[config.mk]
export PLATFORM = sky130hd
export DESIGN_NAME = jtopl_acc_seq
export DESIGN_NICKNAME = d
export VERILOG_FILES = /design/src/rtl/jtopl_pkg.sv /design/src/rtl/jtopl_sh_cen.sv /design/src/rtl/jtopl_acc_seq.sv
export SDC_FILE = /design/constraint.sdc
export NUM_CORES = 1
export LEC_CHECK = 0
export ABC_AREA = 1
export CAP_MARGIN = 10
export CORE_AREA = 2 2 86 88
export CTS_CLUSTER_DIAMETER = 80
export DETAILED_ROUTE_END_ITERATION = 16
export DIE_AREA = 0 0 88 90
export PLACE_DENSITY = 0.73
export SLEW_MARGIN = 20
export SYNTH_ARGS = -nofsm -noshare
export SYNTH_HDL_FRONTEND = slang
export SYNTH_SLANG_ARGS = --single-unit
[constraint.sdc]
create_clock -name clk -period 3.9 [get_ports clk]
set_clock_uncertainty 0.15 [all_clocks]
set_input_delay 0.78 -clock clk [delete_from_list [all_inputs] [get_ports clk]]
set_output_delay 0.78 -clock clk [all_outputs]
set_load 0.1 [all_outputs]
[src/rtl/jtopl_pkg.sv]
// jtopl_pkg: frame geometry and slot decode helpers shared by the operator sequencer and accumulator.
package jtopl_pkg;
    localparam int SLOTS    = 18;
    localparam int CHANNELS = 9;
    localparam int GROUP    = 3;

    typedef struct packed {
        logic rhy;
        logic zero;
        logic con;
        logic op;
    } acc_tag_t;

    function automatic logic issue_op(input logic [4:0] cnt);
        logic [4:0] g;
        g = cnt / 5'(GROUP);
        return g[0];
    endfunction

    function automatic logic [3:0] issue_ch(input logic [4:0] cnt);
        logic [4:0] ch;
        ch = 5'(GROUP) * (cnt / 5'(2 * GROUP)) + cnt % 5'(GROUP);
        return ch[3:0];
    endfunction
endpackage

[src/rtl/jtopl_sh_cen.sv]
// jtopl_sh_cen: clock-enabled shift register; nxt is the value the last stage loads on the next enable.
module jtopl_sh_cen #(
    parameter int width  = 1,
    parameter int stages = 2
) (
    input  logic             clk,
    input  logic             rst,
    input  logic             cen,
    input  logic [width-1:0] din,
    output logic [width-1:0] dout,
    output logic [width-1:0] nxt
);
    logic [stages-1:0][width-1:0] sh;
    logic [stages:0][width-1:0]   tp;

    assign tp   = {sh, din};
    assign dout = tp[stages];
    assign nxt  = tp[stages-1];

    always_ff @(posedge clk)
        if (rst)      sh <= '0;
        else if (cen) sh <= tp[stages-1:0];
endmodule

[src/rtl/jtopl_acc_seq.sv]
// jtopl_acc_seq: operator slot sequencer for the accumulator; issues slots, aligns op/con/zero
// to op_result latency, and latches the completed frame sum.
module jtopl_acc_seq
    import jtopl_pkg::*;
#(
    parameter int LAT = 2
) (
    input  logic               clk,
    input  logic               rst,
    input  logic               cenop,
    input  logic [8:0]         con_reg,
    input  logic               rhy_reg,
    input  logic signed [15:0] snd_in,
    output logic [SLOTS-1:0]   slot,
    output logic               op,
    output logic               con,
    output logic               zero,
    output logic               rhy_en,
    output logic signed [15:0] snd_out,
    output logic               snd_valid
);
    logic [4:0]          cnt, cnt_nxt;
    logic [CHANNELS-1:0] con_snap, con_src;
    logic                rhy_snap, armed;
    acc_tag_t            tag_in, tag_out, tag_nxt;

    // Slot 0 issues in the same cenop that takes the snapshot, so it sees the live registers.
    always_comb begin
        con_src = cnt == 5'd0 ? con_reg : con_snap;
        cnt_nxt = cnt == 5'(SLOTS - 1) ? 5'd0 : cnt + 5'd1;
        tag_in  = '{rhy:  cnt == 5'd0 ? rhy_reg : rhy_snap,
                    zero: cnt == 5'd0,
                    con:  issue_op(cnt) & con_src[issue_ch(cnt)],
                    op:   issue_op(cnt)};
    end

    jtopl_sh_cen #(.width($bits(acc_tag_t)), .stages(LAT)) u_dly (
        .clk  (clk),
        .rst  (rst),
        .cen  (cenop),
        .din  (tag_in),
        .dout (tag_out),
        .nxt  (tag_nxt)
    );

    assign op   = tag_out.op;
    assign con  = tag_out.con;
    assign zero = tag_out.zero;

    always_ff @(posedge clk) begin
        if (rst) begin
            cnt       <= '0;
            slot      <= SLOTS'(1);
            con_snap  <= '0;
            rhy_snap  <= 1'b0;
            rhy_en    <= 1'b0;
            snd_out   <= '0;
            snd_valid <= 1'b0;
            armed     <= 1'b0;
        end else begin
            snd_valid <= 1'b0;
            if (cenop) begin
                cnt  <= cnt_nxt;
                slot <= SLOTS'(1) << cnt_nxt;
                if (cnt == 5'd0) begin
                    con_snap <= con_reg;
                    rhy_snap <= rhy_reg;
                end
                if (tag_nxt.zero) rhy_en <= tag_nxt.rhy;
                // The first frame after reset is incomplete, so its sum is discarded.
                if (zero) begin
                    armed <= 1'b1;
                    if (armed) begin
                        snd_out   <= snd_in;
                        snd_valid <= 1'b1;
                    end
                end
            end
        end
    end
endmodule
==> results of run 1 <==
==> power groups by stage <==
stage	registers [mW]	clock network [mW]	logic, mW
floorplan	0.685	0	0.319
detailed placement	0.640	0	0.485
finish	0.627	0.541	0.553
CTS	0.628	0.549	0.520
global route	0.630	0.584	0.616
global placement	0.640	0	0.472
==> through the flow <==
step | std cells | worst slack (ns) | power (mW) | instance area, sq um
3_3_place_gp | 569 | 0.001927 | 1.111 | 3919
5_1_grt | 592 | -0.3884 | 1.830 | 4260
2_1_floorplan | 403 | -0.1027 | 1.004 | 3090
3_5_place_dp | 569 | -0.1449 | 1.126 | 3919
6_report | 592 | -0.1515 | 1.722 | 4260
4_1_cts | 588 | -0.04684 | 1.697 | 4177
==> critical path: cells and delay by family, from the launching register on <==
family | cells | cell delay [ns]
XOR/XNOR | 1 | 0.16
flip-flops | 1 | 0.34
AO/OA/AOI/OAI | 2 | 0.18
adder cells (fa/ha/maj) | 5 | 1.36
buffers and inverters | 5 | 0.25
AND/OR/NAND/NOR | 16 | 1.53
==> worst max path at each step <==
stage | from | end | slack (ns) | depth (start not counted)
floorplan | cnt[0] | u_dly.nxt[1] | -0.10 | 31
global placement | cnt[0] | u_dly.nxt[1] | 0.002 | 30
detailed placement | cnt[0] | u_dly.nxt[1] | -0.14 | 29
CTS | cnt[0] | u_dly.nxt[1] | -0.05 | 32
global route | cnt[0] | u_dly.nxt[1] | -0.39 | 32
finish | cnt[0] | u_dly.nxt[1] | -0.15 | 29
==> sequential cells by signal, summed over array words and instances, names as in the netlist <==
name and cells:
snd_valid 1, armed 1, rhy_en 1, snd_out 16
cnt 5, slot 18, u_dly.nxt 4, u_dly.dout 3
con_snap 9
==> layer usage <==
layer  vias up  routed length [um]  part of all wire  track usage
met1      1321                3212              0.44       0.2497
met2        71                3460              0.47       0.3081
met4         0                 139             0.019      0.06154
met5         -                   0                 0            0
met3        16                 485             0.066      0.06887
li1       1481                   -                 -            -
==> layout by cell type, fill, tap and decap left out, drive strengths merged, types with 3 or more instances in the layout <==
cell type,Yosys,final
a211oi,3,3
a21oi,53,53
buf,5,25
clkbuf,12,11
clkdlybuf4s50,0,67
clkinv,2,5
dfxtp,58,58
fa,3,3
ha,10,10
inv,54,55
mux2,8,8
nand2,90,90
nand3,20,20
nand4,8,8
nor2,29,29
o21ai,29,29
xor2,3,3
==> timing repair <==
item	in CTS	in global routing
pin swaps	20	13
gates resized for setup	11	12
buffers inserted	3	4
endpoints found under the setup margin	1	1
==> synthesized netlist by cell type (2+ instances only) <==
master and count:
clkbuf_1 12, nand2_1 77, a211oi_1 3, o21ai_0 25, fa_1 3, nand3_1 16, inv_1 49, nand4_2 2
nand4_1 6, mux2_2 7, dfxtp_1 58, o21ai_1 3, xnor2_1 2, xor2_1 3, buf_4 3, nor2_1 27
a21oi_1 52, ha_1 10, a22oi_1 2, nand3_4 3, nand2_2 12, inv_2 4
==> cell families (layout without fill, tap and decap cells) <==
family | count (synthesis) | after routing | share of synthesized area
and+or+nand+nor | 151 | 151 | 0.2395
AOI/OAI and AO/OA | 93 | 93 | 0.1680
buffers and inverters | 74 | 164 | 0.1007
DFF | 58 | 58 | 0.3832
adders and majority gates | 13 | 13 | 0.06111
muxes | 9 | 9 | 0.03303
xor gates and xnor gates | 5 | 5 | 0.01445
==> layout make-up <==
| type | count | area (sq um) | area share |
|---|---|---|---|
| clock buffers | 11 | 141.4 | 0.03319 |
| clock inverters | 5 | 53.80 | 0.01263 |
| inverters | 56 | 222.7 | 0.05228 |
| multi-input cells | 271 | 1695 | 0.3979 |
| flip-flops and latches | 58 | 1165 | 0.2734 |
| well taps | 99 | 123.9 | 0.02907 |
| repair buffers | 92 | 858.3 | 0.2015 |
==> flow_summary.ini, run 1 <==
[drt]
routed_wl_um = 7297
route.detailed.drc = 0
vias_per_cell = 4.880
ant_nets = 0
drt_iter0_markers = 206
dr.pass1.iters = 4
wl_per_cell_um = 12.33
dr_total_vias = 2889

[setup_path]
critPathSlowestCell = fa_1
r2r_start = cnt[0]
r2r_end = u_dly.nxt[1]
startpoint_type = flop
crit_fanout = 5
endpoint_kind = flop
crit_type = reg -> reg
required_ns = 4.02
ff2ff_setup_slack_ns = -0.15
ff2ff_path_depth = 29
arrival_ns = 4.17
critPathMostFrequentCell = nand2_2
critPathMaxStageDelay_ns = 0.57

[timing]
slew_viol_final = 0
fin_ws_ns = -0.1515
worst_pin_slew_ns = 1.021
finalSetupTns_ns = -0.1515
min_period_ns = 4.052
slew-limit-headroom = 0.3173
hold_viol_final = 0
post-route-period-util = 1.039
max_clock_freq_mhz = 246.8
finalSetupViolCount = 1
rsz0062_at_grt = true
hold_ws_ns = 0.2950

[floorplan]
io-pin-count = 68
coreArea_sq_mm = 0.007020
row_count = 31
dieArea_sq_mm = 0.007920
die_y_um = 90
dieWidth_um = 88
start_util = 0.4317

[yosys]
synth.avg_cell_area_sq_um = 7.520
synth.net_count = 445
netlist_top_cells_area = dfxtp_1 38%, nand2_1 9.5%, a21oi_1 8.6%, inv_1 6.1%, ha_1 4.1%
ys.flop_type = dfxtp_1
ys_warn_count = 0
yosysTopAreaCellShare = 0.3832
synth_edf_count = 0
synth.yosys.seq_area_share = 0.3832
synth.largest_area_cell = dfxtp_1
synth_cells = 403
netlist-cell-type-count = 46
synthArstFlopShare = 0
ys_ff_latch = 58
netlist_area_sq_mm = 0.003030

[clock_tree]
clock_latency_ns = 0.33
cts_tree = built
numCtsBuffers = 9
hold_buffers = 0
htreeDepth = 3
cts.clk_slew.worst_paths_ns = 0.07
cts-root-buf = clkbuf_8
clock-sinks = 58
clockBufferDepth = 2

[finish]
nFillCells = 638
drive_above_1_share = 0.2150
final_nets = 530
antenna_cells = 0
finish.utilization = 0.6068
syn_to_final_growth_pct = 40.59

[pwr]
ir_drop_uv = 244.4
p_leak_nw = 1.693
powerDensity_mw_per_mm2 = 404.2
power_frac_clock = 0.314
power.switching_mw = 0.5609
p_sw_frac = 0.3257
power.internal_mw = 1.161
seqPwrFrac = 0.364
power_frac_comb = 0.321

[min_path]
holdPathEnd = snd_out[10]
hold_class = reg -> reg
min_from = snd_out[10]
min_path_cells = 2

[run_status]
outcome = finished, violations left
violations = negative setup slack

[global_route]
grt-ovfl-total = 0
grt_usage = 0.1960
grt_pass1_wl_um = 12500
antenna_found_initial = 0
grt_max_degree = 37
grt_pass1_vias = 2787

[placed_design]
gp_congestion = 0.8925
dp_hpwl_um = 5255
port_buffers = 67

[job]
cap_violations = 0
No activity file was read; power rests on OpenSTA's default activity.
==> run 2, diff against run 1 <==
--- a/config.mk
+++ b/config.mk
@@ -12,6 +12,7 @@
 export DETAILED_ROUTE_END_ITERATION = 16
 export DIE_AREA = 0 0 88 90
 export PLACE_DENSITY = 0.73
+export REMOVE_ABC_BUFFERS = 1
 export SLEW_MARGIN = 20
 export SYNTH_ARGS = -nofsm -noshare
 export SYNTH_HDL_FRONTEND = slang
==> constraint.sdc (replaced) <==
create_clock -name clk -period 3.6 [get_ports clk]
set_clock_uncertainty 0.15 [all_clocks]
set_input_delay 0.72 -clock clk [delete_from_list [all_inputs] [get_ports clk]]
set_output_delay 0.72 -clock clk [all_outputs]
set_load 0.1 [all_outputs]
==> flow_summary.ini, run 2 (same netlist as run 1, synthesis figures left out) <==
[run_status]
outcome = finished, violations left
violations = negative setup slack

[finish]
top_regs = slot x18, snd_out x16, con_snap x9
mostFrequentLayoutCells = 68 x nand2_1, 60 x clkdlybuf4s50_1, 56 x dfxtp_1, 50 x a21oi_1, 44 x buf_4
layout_commonest_cell = nand2_1
syn_to_final_growth_pct = 45.05
antenna_cells = 0
final_nets = 545
largest_register = slot
fin_cells = 606
drive_above_1_share = 0.2742
largest_reg_flops = 18

[floorplan]
dieArea_sq_mm = 0.007920
dieWidth_um = 88
row_count = 31
coreArea_sq_mm = 0.007020
io-pin-count = 68
start_util = 0.4317
die_y_um = 90

[timing]
max_clock_freq_mhz = 253.2
hold_viol_final = 0
worst_pin_slew_ns = 0.9977
hold_ws_ns = 0.2950
rsz0062_at_grt = true
finalSetupViolCount = 1
post-route-period-util = 1.097
slew-limit-headroom = 0.3328
min_period_ns = 3.949
slew_viol_final = 0
fin_ws_ns = -0.3491

[job]
cap_violations = 0

[setup_path]
critPathMaxStageDelay_ns = 0.49
ff2ff_setup_slack_ns = -0.35
critPathSlowestCell = fa_1
crit_type = reg -> reg
critPathMostFrequentCell = nand2_4
required_ns = 3.66
endpoint_kind = flop
startpoint_type = flop
arrival_ns = 4.01
crit_fanout = 5

[drt]
ant_nets = 0
dr_total_vias = 2951
route.detailed.drc = 0
vias_per_cell = 4.870
dr.pass1.iters = 4
drt_iter0_markers = 120
wl_per_cell_um = 12.79
routed_wl_um = 7753

[clock_tree]
cts_tree = built
clock_latency_ns = 0.32
clockBufferDepth = 2
numCtsBuffers = 9
htreeDepth = 3
hold_buffers = 0
cts.clk_slew.worst_paths_ns = 0.07
cts-root-buf = clkbuf_8
clock-sinks = 58

[pwr]
powerDensity_mw_per_mm2 = 435.3
p_leak_nw = 1.773
ir_drop_uv = 253.7

[global_route]
grt_pass1_wl_um = 12730
grt_max_degree = 36
antenna_found_initial = 0
grt_usage = 0.1984
grt-ovfl-total = 0
grt_pass1_vias = 2938

[placed_design]
gp_congestion = 0.8878
port_buffers = 67
dpl.cell_count = 579
dp_hpwl_um = 5145

[min_path]
hold_class = reg -> reg
## run 2: cell types whose count changed in the layout (fill, tap and decap cells not counted), moves of 2 or more
cell             delta
a21oi_1             -2
a21oi_2             +2
buf_4              +19
buf_6               +3
clkdlybuf4s50_1     -7
inv_1               -2
inv_2               +3
nand2_1             -4
nand2_2             +2
nand2_4             +2
nand4_2             -2
nand4_4             +2
o21ai_1             -2
o21ai_2             +2
## run 2: final cells by class
cell class / count / area (sq um)
clock buffer: 12 / 155.1
clock inverter: 3 / 15.01
fill: 586 / 2625
inverter: 56 / 220.2
multi-input combinational: 271 / 1753
sequential: 58 / 1164
tap: 99 / 123.9
timing repair buffer: 107 / 964.7
## run 2: what timing repair did
item / in CTS / in global routing
resized for setup: 27 / 31
endpoints found under the setup margin: 1 / 1
buffers inserted: 8 / 4
gates cloned: 0 / 0
pin swaps: 20 / 33
endpoints found under the hold margin: 0 / 0
## run 2: final timing paths
kind,startpoint,to,depth (start not counted)
hold reg to reg,snd_out[11],snd_out[11],2
setup / recovery,cnt[0],u_dly.nxt[1],30
hold / removal,snd_out[11],snd_out[11],2
setup reg to reg,cnt[0],u_dly.nxt[1],30
## run 2: where the power goes
part           leakage (nW)  internal (mW)  switching [mW]  total (mW)
logic                  1.21          0.307           0.404       0.712
registers             0.471          0.666          0.0138       0.680
clock network        0.0920          0.280           0.241       0.521
total                  1.77           1.25           0.660        1.91
## run 2: critical path, delay by kind of cell, from the launching register on
family / cells / cell delay [ns]
compound gates: 5 / 0.59
fa+ha+maj: 4 / 1.10
buf+inv: 5 / 0.36
flops: 1 / 0.32
simple gates: 16 / 1.31
## run 2: stage by stage
step                area [sq um]  utilization  TNS (ns)  power, mW  setup slack [ns]
floorplan                   2939            -   -0.5994      1.053           -0.5994
global placement            3926       0.5593   -0.4088      1.200           -0.4088
detailed placement          3926       0.5593   -0.5853      1.216           -0.5853
CTS                         4254       0.6060   -0.4362      1.805           -0.4362
global route                4395       0.6261   -0.5655      2.017           -0.5655
finish                      4395       0.6261   -0.3491      1.913           -0.3491
## run 2: per-layer routing
layer	routed length (um)	global-route usage	share of wire
met5	0	0	0
met4	172	0.08333	0.022
met3	523	0.07163	0.067
met2	3730	0.3207	0.48
met1	3327	0.2339	0.43
==> run 3, diff against run 2 <==
--- a/config.mk
+++ b/config.mk
@@ -11,7 +11,7 @@
 export CTS_CLUSTER_DIAMETER = 80
 export DETAILED_ROUTE_END_ITERATION = 16
 export DIE_AREA = 0 0 88 90
-export PLACE_DENSITY = 0.73
+export DONT_BUFFER_PORTS = 1
 export REMOVE_ABC_BUFFERS = 1
 export SLEW_MARGIN = 20
 export SYNTH_ARGS = -nofsm -noshare
==> flow_summary.ini, run 3 (same netlist as run 1, synthesis figures left out) <==
[pwr]
p_leak_nw = 1.541
p_sw_frac = 0.3099
power_frac_clock = 0.330
power_frac_comb = 0.279
power.internal_mw = 1.283
power.switching_mw = 0.5758
ir_drop_uv = 250.3
powerDensity_mw_per_mm2 = 498.3
seqPwrFrac = 0.391

[drt]
drt_iter0_markers = 100
dr_total_vias = 2633
route.detailed.drc = 0
vias_per_cell = 4.849
ant_nets = 0
wl_per_cell_um = 12.28
routed_wl_um = 6668
dr.pass1.iters = 4

[placed_design]
dp_hpwl_um = 4665
pre_cts_ws_ns = -0.5290
port_buffers = 0
gp_congestion = 0.8251

[setup_path]
r2r_end = u_dly.nxt[1]
critPathMostFrequentCell = nand2_2
startpoint_type = flop
r2r_start = cnt[0]
ff2ff_setup_slack_ns = -0.26
ff2ff_path_depth = 28
required_ns = 3.69
arrival_ns = 3.95
crit_type = reg -> reg
critPathSlowestCell = fa_1
critPathMaxStageDelay_ns = 0.48
endpoint_kind = flop
crit_fanout = 4

[min_path]
hold_class = reg -> reg
min_path_cells = 2
holdPathEnd = u_dly.nxt[3]
min_from = u_dly.nxt[3]

[timing]
rsz0062_at_grt = true
hold_viol_final = 0
fin_ws_ns = -0.2649
worst_pin_slew_ns = 0.9913
slew-limit-headroom = 0.3382
finalSetupViolCount = 1
min_period_ns = 3.865
post-route-period-util = 1.074
max_clock_freq_mhz = 258.7
slew_viol_final = 0

[run_status]
outcome = finished, violations left
violations = negative setup slack

[clock_tree]
htreeDepth = 3
cts-root-buf = clkbuf_8
cts.clk_slew.worst_paths_ns = 0.07
cts_tree = built
hold_buffers = 0
clock-sinks = 58
clockBufferDepth = 2
numCtsBuffers = 9
clock_latency_ns = 0.34

[floorplan]
start_util = 0.4317
die_y_um = 90
row_count = 31
dieArea_sq_mm = 0.007920
io-pin-count = 68
dieWidth_um = 88
coreArea_sq_mm = 0.007020

[finish]
largest_register = slot
antenna_cells = 0
top_regs = slot x18, snd_out x16, con_snap x9
mostFrequentLayoutCells = 72 x nand2_1, 54 x dfxtp_1, 52 x a21oi_1, 43 x buf_4, 42 x inv_1
syn_to_final_growth_pct = 23.08
finish.utilization = 0.5313
final_nets = 482
nFillCells = 675
layout_commonest_cell = nand2_1
largest_reg_flops = 18
drive_above_1_share = 0.2793

[global_route]
grt_pass1_wl_um = 11470
antenna_found_initial = 0
grt_usage = 0.1796
grt-ovfl-total = 0
grt_pass1_vias = 2599
grt_max_degree = 37

[job]
cap_violations = 0
## run 3: worst max-delay path by stage
stage          startpoint      endpoint  slack, ns  cells past startpoint
5_1_grt            cnt[0]  u_dly.nxt[1]      -0.53                     31
3_5_place_dp       cnt[0]  u_dly.nxt[1]      -0.53                     31
4_1_cts            cnt[1]  u_dly.nxt[1]      -0.38                     31
3_3_place_gp       cnt[0]  u_dly.nxt[1]      -0.41                     31
2_1_floorplan      cnt[0]  u_dly.nxt[1]      -0.60                     29
6_report           cnt[0]  u_dly.nxt[1]      -0.26                     28
## run 3: timing repair
item | in CTS | in global routing
pin swaps | 23 | 23
setup endpoints to repair | 1 | 1
buffers inserted | 12 | 4
resized for setup | 28 | 11
## run 3: cell type report
type / count / area (sq um) / share of cell area
Clock buffer: 13 / 168.9 / 0.04529
Clock inverter: 2 / 35.03 / 0.009393
Inverter: 56 / 219.0 / 0.05871
Multi-Input combinational cell: 271 / 1683 / 0.4512
Sequential cell: 58 / 1166 / 0.3126
Tap cell: 99 / 123.9 / 0.03321
Timing Repair Buffer: 44 / 334.1 / 0.08957
## run 3: worst max-delay path, delay by kind of cell (launching register included)
family / cells / cell delay (ns)
adder cells (fa/ha/maj): 5 / 1.42
AND/OR/NAND/NOR: 15 / 1.16
buffers and inverters: 5 / 0.37
AO/OA/AOI/OAI: 3 / 0.37
flip-flops: 1 / 0.32
## run 3: power groups by stage
stage	registers, mW	logic (mW)	clock network, mW
floorplan	0.745	0.308	0
detailed placement	0.741	0.431	0
global route	0.730	0.582	0.658
CTS	0.727	0.507	0.626
global placement	0.740	0.421	0
finish	0.727	0.518	0.613
## run 3: routing by layer
layer	GRT usage	vias up	share of wire
li1	-	1391	-
met1	0.2254	1176	0.45
met2	0.2835	59	0.47
met3	0.06703	7	0.062
met4	0.05641	0	0.012
met5	0	-	0
## run 3: through the flow
step	std cells	power (mW)	setup TNS, ns	cell area, sq um	hold slack, ns
floorplan	385	1.053	-0.5994	2939	0.2758
global placement	512	1.161	-0.4145	3273	0.2924
detailed placement	512	1.172	-0.5290	3273	0.2944
CTS	539	1.860	-0.3795	3670	0.2819
global route	543	1.970	-0.5269	3730	0.2791
finish	543	1.858	-0.2649	3730	0.3013
